<file path="src/rtl/mux_scan_n_pkg.sv">
// Shared definitions for the scanning N:1 multiplexer: mode encodings and
// the width helper used to size the dwell counter.
package mux_scan_n_pkg;

  localparam logic MODE_MANUAL = 1'b0;
  localparam logic MODE_SCAN   = 1'b1;

  // Bits needed to hold 0..v-1, never less than one.
  function automatic int clog2_min1(input int v);
    int r;
    r = 0;
    while ((1 << r) < v) r++;
    return (r < 1) ? 1 : r;
  endfunction

endpackage

</file>
<file path="src/rtl/mux_scan_n_muxn_comb.sv">
// Purely combinational N:1 selector over a flattened W-bit channel bus.
// An index at or beyond N yields zero.
module muxn_comb #(
  parameter int W  = 1,
  parameter int N  = 8,
  parameter int SW = 3
) (
  input  logic [N*W-1:0] d,
  input  logic [SW-1:0]  idx,
  output logic [W-1:0]   y
);

  always_comb begin
    y = '0;
    for (int k = 0; k < N; k++) begin
      if (int'(idx) == k) y = d[k*W +: W];
    end
  end

endmodule

</file>
<file path="src/rtl/mux_scan_n.sv">
// Registered N:1 multiplexer with manual channel select or a timed scan
// sequencer, plus change/wrap/bad-select strobes for the consumer.
module mux_scan_n
  import mux_scan_n_pkg::*;
#(
  parameter int W     = 1,
  parameter int N     = 8,
  parameter int SW    = 3,
  parameter int DWELL = 4
) (
  input  logic           clk,
  input  logic           rst,
  input  logic           en,
  input  logic           mode,
  input  logic [SW-1:0]  sel,
  input  logic [N*W-1:0] d,
  output logic [W-1:0]   z,
  output logic [SW-1:0]  ch,
  output logic           stb,
  output logic           wrap,
  output logic           bad_sel
);

  localparam int              CW        = clog2_min1(DWELL);
  localparam logic [CW-1:0]   CNT_LAST  = CW'(DWELL - 1);
  localparam logic [SW-1:0]   CH_LAST   = SW'(N - 1);
  localparam logic [SW:0]     SEL_LIMIT = (SW+1)'(N);

  logic [CW-1:0] cnt;
  logic [CW-1:0] cnt_nxt;
  logic [SW-1:0] ch_nxt;
  logic          stb_nxt;
  logic          wrap_nxt;
  logic          bad_nxt;
  logic [W-1:0]  sel_data;

  muxn_comb #(
    .W  (W),
    .N  (N),
    .SW (SW)
  ) u_sel (
    .d   (d),
    .idx (ch),
    .y   (sel_data)
  );

  always_comb begin
    ch_nxt   = ch;
    cnt_nxt  = cnt;
    stb_nxt  = 1'b0;
    wrap_nxt = 1'b0;
    bad_nxt  = 1'b0;
    if (en) begin
      if (mode == MODE_SCAN) begin
        if (cnt == CNT_LAST) begin
          cnt_nxt = '0;
          stb_nxt = 1'b1;
          if (ch == CH_LAST) begin
            ch_nxt   = '0;
            wrap_nxt = 1'b1;
          end else begin
            ch_nxt = ch + 1'b1;
          end
        end else begin
          cnt_nxt = cnt + 1'b1;
        end
      end else begin
        // Manual mode keeps the dwell counter cleared so a later scan
        // always begins with a full dwell on the current channel.
        cnt_nxt = '0;
        if ({1'b0, sel} >= SEL_LIMIT) begin
          bad_nxt = 1'b1;
        end else if (sel != ch) begin
          ch_nxt  = sel;
          stb_nxt = 1'b1;
        end
      end
    end
  end

  // Stage p0: channel state, strobes and the selected data register.
  always_ff @(posedge clk) begin
    if (rst) begin
      ch      <= '0;
      cnt     <= '0;
      stb     <= 1'b0;
      wrap    <= 1'b0;
      bad_sel <= 1'b0;
      z       <= '0;
    end else begin
      ch      <= ch_nxt;
      cnt     <= cnt_nxt;
      stb     <= stb_nxt;
      wrap    <= wrap_nxt;
      bad_sel <= bad_nxt;
      if (en) z <= sel_data;
    end
  end

endmodule

</file>
<file path="config.mk">
export PLATFORM = sky130hd
export DESIGN_NAME = mux_scan_n
export DESIGN_NICKNAME = d
export VERILOG_FILES = /design/src/rtl/mux_scan_n_pkg.sv /design/src/rtl/mux_scan_n_muxn_comb.sv /design/src/rtl/mux_scan_n.sv
export SDC_FILE = /design/constraint.sdc
export NUM_CORES = 1
export LEC_CHECK = 0
export CAP_MARGIN = 30
export CORE_MARGIN = 2
export CORE_UTILIZATION = 40
export CTS_BUF_LIST = sky130_fd_sc_hd__clkbuf_8
export CTS_CLUSTER_SIZE = 25
export DETAILED_ROUTE_END_ITERATION = 6
export GPL_ROUTABILITY_DRIVEN = 0
export GPL_TIMING_DRIVEN = 0
export PLACE_DENSITY = 0.74
export SETUP_SLACK_MARGIN = 0.1
export SLEW_MARGIN = 20
export SYNTH_ARGS = -nofsm -noshare
export SYNTH_HDL_FRONTEND = slang
export SYNTH_SLANG_ARGS = --single-unit
</file>
<file path="constraint.sdc">
create_clock -name clk -period 4.7 [get_ports clk]
set_clock_uncertainty 0.05 [all_clocks]
set_input_delay 1.41 -clock clk [delete_from_list [all_inputs] [get_ports clk]]
set_output_delay 1.41 -clock clk [all_outputs]
set_load 0.01 [all_outputs]
</file>
==> results of run 1 <==
[where the power goes]
group,switching [uW],internal (uW),total (uW),leakage [uW]
clock,27.1,55.5,82.6,0.0000216
sequential,3.78,71.7,75.5,0.0000654
combinational,19.8,26.3,46.2,0.000258
total,50.7,154,204,0.000345
[cells by family (layout without fill, tap and decap cells)]
group                      after synthesis  count (layout)  share of synthesized area, %
AOI/OAI and AO/OA                       12              12                          13.2
other                                    1               1                         0.649
buffers and inverters                    7              28                          5.63
adders and majority gates                7               7                          15.2
and+or+nand+nor                         26              26                          26.2
DFF                                      8               8                          27.7
muxes                                    4               4                          6.93
xor gates and xnor gates                 3               3                          4.55
[worst max-delay path, delay by kind of cell]
kind / cells / cell delay [ns]
buffers and inverters: 1 / 0.44
AOI/OAI and AO/OA: 1 / 0.23
and+or+nand+nor: 2 / 0.64
xor gates and xnor gates: 1 / 0.17
[flip-flops by register name (all words and copies together) (netlist names)]
register,flops
ch,3
cnt,2
stb,1
wrap,1
z,1
[per-layer routing]
layer  global-route usage [%]  vias to the layer above  part of all wire [%]
li1                         -                      280                     -
met1                     19.8                      239                    47
met2                     25.0                       22                    45
met3                     7.33                        0                   7.8
met4                     5.00                        0                     0
met5                        0                        -                     0
[layout make-up]
class	instances	area, um2
Buffer	4	21.3
Clock buffer	3	41.3
Fill cell	128	499
Inverter	3	11.3
Multi-Input combinational cell	53	385
Sequential cell	8	160
Tap cell	15	18.8
Timing Repair Buffer	18	180
[layout by cell type (no fill, tap or decap), types with 4 or more instances in the layout]
master | netlist | final
sky130_fd_sc_hd__mux2i_1 | 4 | 4
sky130_fd_sc_hd__clkdlybuf4s50_1 | 0 | 18
sky130_fd_sc_hd__dfxtp_1 | 8 | 8
sky130_fd_sc_hd__ha_1 | 7 | 7
sky130_fd_sc_hd__nor2_1 | 6 | 6
[per-stage QoR]
| step | instances | worst slack [ns] | instance area [um2] | hold slack, ns | power [uW] |
|---|---|---|---|---|---|
| CTS | 104 | 1.93 | 818 | 0.426 | 207 |
| global route | 104 | 1.80 | 818 | 0.463 | 216 |
| floorplan | 68 | 2.30 | 578 | 0.400 | 101 |
| finish | 104 | 1.89 | 818 | 0.426 | 204 |
| detailed placement | 101 | 1.72 | 777 | 0.419 | 123 |
| global placement | 101 | 1.73 | 777 | 0.411 | 122 |
[worst min-delay path by stage]
stage	cells after the start	slack [ns]	endpoint
global placement	2	0.41	cnt[1]
finish	2	0.43	cnt[1]
floorplan	2	0.40	cnt[1]
CTS	2	0.43	cnt[1]
global route	2	0.46	cnt[1]
detailed placement	2	0.42	cnt[1]
==> metrics list, run 1 <==
- In this run, CTS created clock tree buffers numbering 3.
- Fraction of synthesis flops using an asynchronous set or reset pin: 0%
- The die is 42.0 um wide.
- Maximum net fanout on the critical path: 5
- Max Buffers Root-to-Sink: 2
- Sequential element share of the synthesized area: 27.7%
* Via/cell ratio: 5.20
* Critical Path Source: sel[2]
- # DRC: 0
- Routed wirelength normalized by instance count: about 12 um
- In this run the number of H-tree levels came out at 1.
- Depth of the worst register-to-register path: 6
* Mapped Avg Cell Area: 8.50 um2
- Placed wire-length estimate: 967 um
* Antenna-violating nets left: 0
- Walking the worst path, the cells encountered are clkdlybuf4s50_1 > xor2_1 > nor4_2 > nor2_1 > o31ai_1.
- Global-route wire length before repair: around 2100 um
- When the netlist entered floorplanning its net count stood at 90.
* TritonCTS clock tree: yes
* Start point of the worst min-delay path: cnt[1]
- Iteration-0 DRC Markers: 12
* Shortest period the worst path allows: about 2.8 ns
* Initial cell density of the core: 43.9%
* Root buffer cell: sky130_fd_sc_hd__clkbuf_8
* CP required: 4.78 ns
- The total overflow left after global routing is 0.
* Start-to-end type of the worst setup path: in -> reg
- Endpoint of the worst register-to-register path: ch[0]
* Endpoints failing hold: 0
- Post-route setup TNS: 0 ns
- Share of the cycle needed by the critical path after routing: around 60%
- The clock drives 8 sinks.
- Measured on the finished design, the core utilization comes to 62.1%.
* Area of the mapped netlist: 578 um2
- For the worst setup path, the data arrival time is 2.89 ns.
- For this design the top-level I/O count stands at 22.
- Entering global routing, the biggest net connects 11 pins.
- Synthesis instantiated 27 different standard cells from the library.
* Delay contributed by the slowest stage of the critical path: approximately 0.48 ns
* Critical path destination: ch[0]
- Yosys printed 0 warnings.
* Number of buffers inserted to repair setup after CTS: 0
- Across the VDD grid, the largest voltage drop is approximately 0.15 mV.
- Across the run, the number of max-cap violations was 0.
- Total routing resource utilization after global routing: 16.1%
- Yosys instantiated no cell more often than sky130_fd_sc_hd__dfxtp_1.
- Power Dens Cells: 250 nW/um2
- Area overhead of the layout relative to synthesis: 41.6%
- For this run, the leading register cell type out of synthesis is sky130_fd_sc_hd__dfxtp_1.
- Counting instances in the post-synthesis netlist gives the leading cell types as sky130_fd_sc_hd__dfxtp_1 (8), sky130_fd_sc_hd__ha_1 (7), sky130_fd_sc_hd__nor2_1 (6).
- The initialized floorplan defines 13 standard-cell rows.
- The number of antenna violations at the first check in global routing is 0.
- The number of global-route vias before repair is 487.
- The setup check on the worst reg-to-reg path leaves a slack of 3.00 ns.
- Status: finished, final reports clean
* Number of nets in the finished design: 113
- The post-route netlist has 8.99% of its cells at a drive strength greater than 1.
* Endpoint kind of the worst setup timing path: flip-flop
- After detailed routing, the total wire length is 1280 um.
* Setup crit start kind: primary input
* Floorplan Core Area: 1320 um2
* Total count of max-transition violations in the final report: 0
- Detailed-route via count: ~540
- CTS Hold Bufs: 0
- Register bit count reported by yosys: 8
- The worst register-to-register path begins at ch[0].
- Number of buffers inserted by port buffering: 18
- In this run, post-CTS repair resized a total of 0 instances.
- The number of antenna diodes in the final layout is 0.
- Fraction of synthesized cell area taken by the top area cell type: 27.7%
- In this run, synthesis inferred 0 flip-flops with an integrated enable.
* CP max-delay cell: sky130_fd_sc_hd__nor4_2
* Insertion delay of the later-clocked pin in the worst-skew pair: 0.23 ns
* Die Area: 1770 um2
- Final setup violation count: 0
- First-pass DRT Iterations: 4
- Timing would allow up to approximately 0.36 GHz.
- Setup repair after global routing left no endpoint under its margin.
- Clock-pin slew was measured on the worst setup and hold paths at 0.04 ns.
- Cell count after synthesis: 68
- Path class of the lowest-slack min-delay path: reg -> reg
* Static Leak: ~0.00034 uW
* Dominant cell type by area after synthesis: sky130_fd_sc_hd__dfxtp_1
- Y dimension of the die: 42.0 um
- Biggest area contributors in the synthesized netlist: sky130_fd_sc_hd__dfxtp_1 (28%), sky130_fd_sc_hd__ha_1 (15%), sky130_fd_sc_hd__mux2i_1 (6.9%)
Note: power is estimated with default switching activity, not from simulation.
==> inputs of run 2 (changes only) <==
--- a/config.mk
+++ b/config.mk
@@ -13,7 +13,7 @@
 export DETAILED_ROUTE_END_ITERATION = 6
 export GPL_ROUTABILITY_DRIVEN = 0
 export GPL_TIMING_DRIVEN = 0
-export PLACE_DENSITY = 0.74
+export PLACE_DENSITY = 0.77
 export SETUP_SLACK_MARGIN = 0.1
 export SLEW_MARGIN = 20
 export SYNTH_ARGS = -nofsm -noshare
==> constraint.sdc (replaced) <==
create_clock -name clk -period 2.34 [get_ports clk]
set_clock_uncertainty 0.05 [all_clocks]
set_input_delay 0.702 -clock clk [delete_from_list [all_inputs] [get_ports clk]]
set_output_delay 0.702 -clock clk [all_outputs]
set_load 0.01 [all_outputs]
==> metrics list, run 2 (synthesis gave the netlist of run 1 again) <==
* GRT overflow: 0 (unchanged)
- The quantity of hold-fixing buffers added after cts is 0 (unchanged).
* Die Area: 1770 um2 (unchanged)
- In this run the most critical hold path is launched from cnt[1].
- The net count reported at finish was 113 (unchanged).
- # DRC: 0 (unchanged)
- The post-route cell area came to 818 um2 (unchanged).
* Maximum net fanout on the critical path: 5 (unchanged)
* Endpoint of the worst register-to-register path: ch[1]
- Arrival time of data at the critical path endpoint: 2.18 ns (-0.71 ns)
* Met2 capacity usage during global routing: 28.4% (+3.4 points)
- Detailed-route via count: 545 (+0.74%)
- Via/cell ratio: 5.24 (+0.74%)
- Antenna violations before repair: 0 (unchanged)
- Flip-flop count of the largest register after layout: 3 (unchanged)
- Post-route setup slack: 0.248 ns (-1.64 ns)
* Post-route setup TNS: 0 ns (unchanged)
* Total routing resource utilization after global routing: 16.7% (+0.60 points)
- Largest net degree at the start of global routing: 11 (unchanged)
- R2R Setup Slk: 0.60 ns (-2.40 ns)
- The detailed-router iteration count before antenna repair was 3 (-1).
- The remaining number of nets flagged by the antenna check after routing came to 0 (unchanged).
- Top Usage Layer GRT: met2
- The leakage power of the design came to 0.000345 uW (unchanged).
- The count of placed standard cells including taps is 101 (unchanged).
- The clock-pin transition on the worst setup and hold timing paths is 0.05 ns (about the same).
* Insertion delay of the later-clocked pin in the worst-skew pair: 0.23 ns (about the same)
- The number of design-rule violations left by the first detailed-router iteration was 8 (-4).
* Combined area of the multi-input logic cells: 385 um2 (unchanged)
- The global-route wire length before repair is 2280 um (+6.4%).
- In the layout the commonest cells are sky130_fd_sc_hd__clkdlybuf4s50_1 (18), sky130_fd_sc_hd__dfxtp_1 (8), sky130_fd_sc_hd__ha_1 (7).
- Area overhead of the layout relative to synthesis: 41.6% (unchanged)
- Clk sink count: 8 (unchanged)
* Start-to-end type of the worst setup path: in -> reg
- Routed wirelength normalized by instance count: 12.2 um (-0.39%)
* Instance area after placement: 777 um2 (unchanged)
- The final wirelength was 1270 um (-0.39%).
- Max cap viols: 0 (unchanged)
- TritonCTS built the clock tree.
- The worst hold path belongs to the class reg -> reg.
* Deepest level of the CTS H-tree: 1 (unchanged)
* Total count of max-transition violations in the final report: 0 (unchanged)
- Number of CTS-inserted buffers: 3 (unchanged)
* Maximum operating frequency: approximately 0.48 GHz
- Max Buffers Root-to-Sink: 2 (unchanged)
- Root buffer cell: sky130_fd_sc_hd__clkbuf_8
- Die extent in x: 42.0 um (unchanged)
- The core utilization of the finished layout came to 62.1% (unchanged).
* Shortest period the worst path allows: about 2.1 ns
- The count of buffers added by post-CTS timing repair for setup is 0 (unchanged).
- Number of global-route vias before repair: 534 (+9.7%)
* Unrepaired setup endpoints after global routing: false
- Post-Layout Cell Count: 104 (unchanged)
* Setup crit start kind: primary input
- Post-Place Setup Slack: 0.0123 ns (-1.71 ns)
* Endpoints failing hold: 0 (unchanged)
- Cts repair resizes: 0 (unchanged)
- The top-level port count came to 22 (unchanged).
* Top Registers: ch x3, cnt x2
* Peak supply drop: 0.293 mV (+92%)
* Number of cells on the worst hold path: 2 (unchanged)
* Power Dens Cells: 504 nW/um2 (+100%)
* Final-layout fill cell count: 119 (-7.0%)
* Register with the most flip-flops: ch
- Worst Hold Endpoint: cnt[1]
* CP required: 2.43 ns (-2.35 ns)
- The count of final setup violators came to 0 (unchanged).
- Share of the cycle needed by the critical path after routing: about nine tenths
* Status: finished, final reports clean
* Number of placement rows: 13 (unchanged)
* Fraction of layout cells with a size suffix above 1: 8.99% (unchanged)
* Most common cell after layout, fill and taps aside: sky130_fd_sc_hd__clkdlybuf4s50_1
- The placeable core region is 1320 um2 (unchanged).
- Met1 GRT Util: 19.7% (-0.10 points)
* Register area: 160 um2 (unchanged)
- Depth of the worst register-to-register path: 6 (unchanged)
- Endpoint kind of the worst setup timing path: flip-flop
* Initial cell density of the core: 43.9% (unchanged)
- Number of buffers inserted by port buffering: 18 (unchanged)
- Placed wire-length estimate: 1000 um (+3.8%)
- Y dimension of the die: 42.0 um (unchanged)
- The diode insertion count for antenna repair is 0 (unchanged).
- The met3 layer usage reported by global route came to 4.74% (-2.6 points).
- The worst register-to-register path begins at ch[0].
run 2: cell counts in the layout (fill, tap and decap cells not counted):
Identical to the previous run, type by type.
run 2: per-layer routing:
layer / vias to the layer above / share of wire (%)
met5: - / 0
met4: 0 / 0.79
met3: 2 / 5.5
met2: 16 / 49
met1: 248 / 44
li1: 279 / -
run 2: layout make-up:
class	instances	area share, %
clock buffer	3	5.05
tap	15	2.29
multi-input combinational	53	47.1
sequential	8	19.6
buffer	4	2.60
timing repair buffer	18	22.0
inverter	3	1.38
run 2: worst max-delay path by stage:
stage,start,to,slack [ns],cells past startpoint
6_report,sel[2],ch[1],0.25,5
3_3_place_gp,sel[2],ch[0],0.1,5
3_5_place_dp,sel[2],ch[1],0.01,5
5_1_grt,sel[2],ch[1],0.15,5
2_1_floorplan,mode,ch[0],0.65,5
4_1_cts,sel[2],ch[1],0.23,5
run 2: power by group:
| group | switching, uW | leakage, uW | total, uW | internal (uW) |
|---|---|---|---|---|
| combinational | 39.8 | 0.000258 | 92.6 | 52.9 |
| clock | 56.8 | 0.0000216 | 169 | 112 |
| sequential | 7.60 | 0.0000654 | 152 | 144 |
run 2: per-stage QoR:
stage	total power, uW	hold slack, ns
floorplan	203	0.400
global placement	244	0.411
detailed placement	247	0.419
CTS	415	0.445
global route	436	0.486
finish	413	0.443
run 2: worst max-delay path, stage by stage:
cell	delay, ns
sky130_fd_sc_hd__clkdlybuf4s50_1	0.43
sky130_fd_sc_hd__xor2_1	0.16
sky130_fd_sc_hd__nor4_2	0.46
sky130_fd_sc_hd__nor2_1	0.17
sky130_fd_sc_hd__o31ai_1	0.25
==> inputs of run 3 (changes only) <==
==> constraint.sdc (replaced) <==
create_clock -name clk -period 2.34 [get_ports clk]
set_clock_uncertainty 0.05 [all_clocks]
set_input_delay 0.702 -clock clk [delete_from_list [all_inputs] [get_ports clk]]
set_output_delay 0.702 -clock clk [all_outputs]
set_load 0.02 [all_outputs]
==> results of run 3 <==
The final DEF is identical to that of run 2. Status: finished, final reports clean.
Among the figures that moved: total power 413 uW -> 418 uW; worst IR drop on VDD 0.293 mV -> 0.296 mV
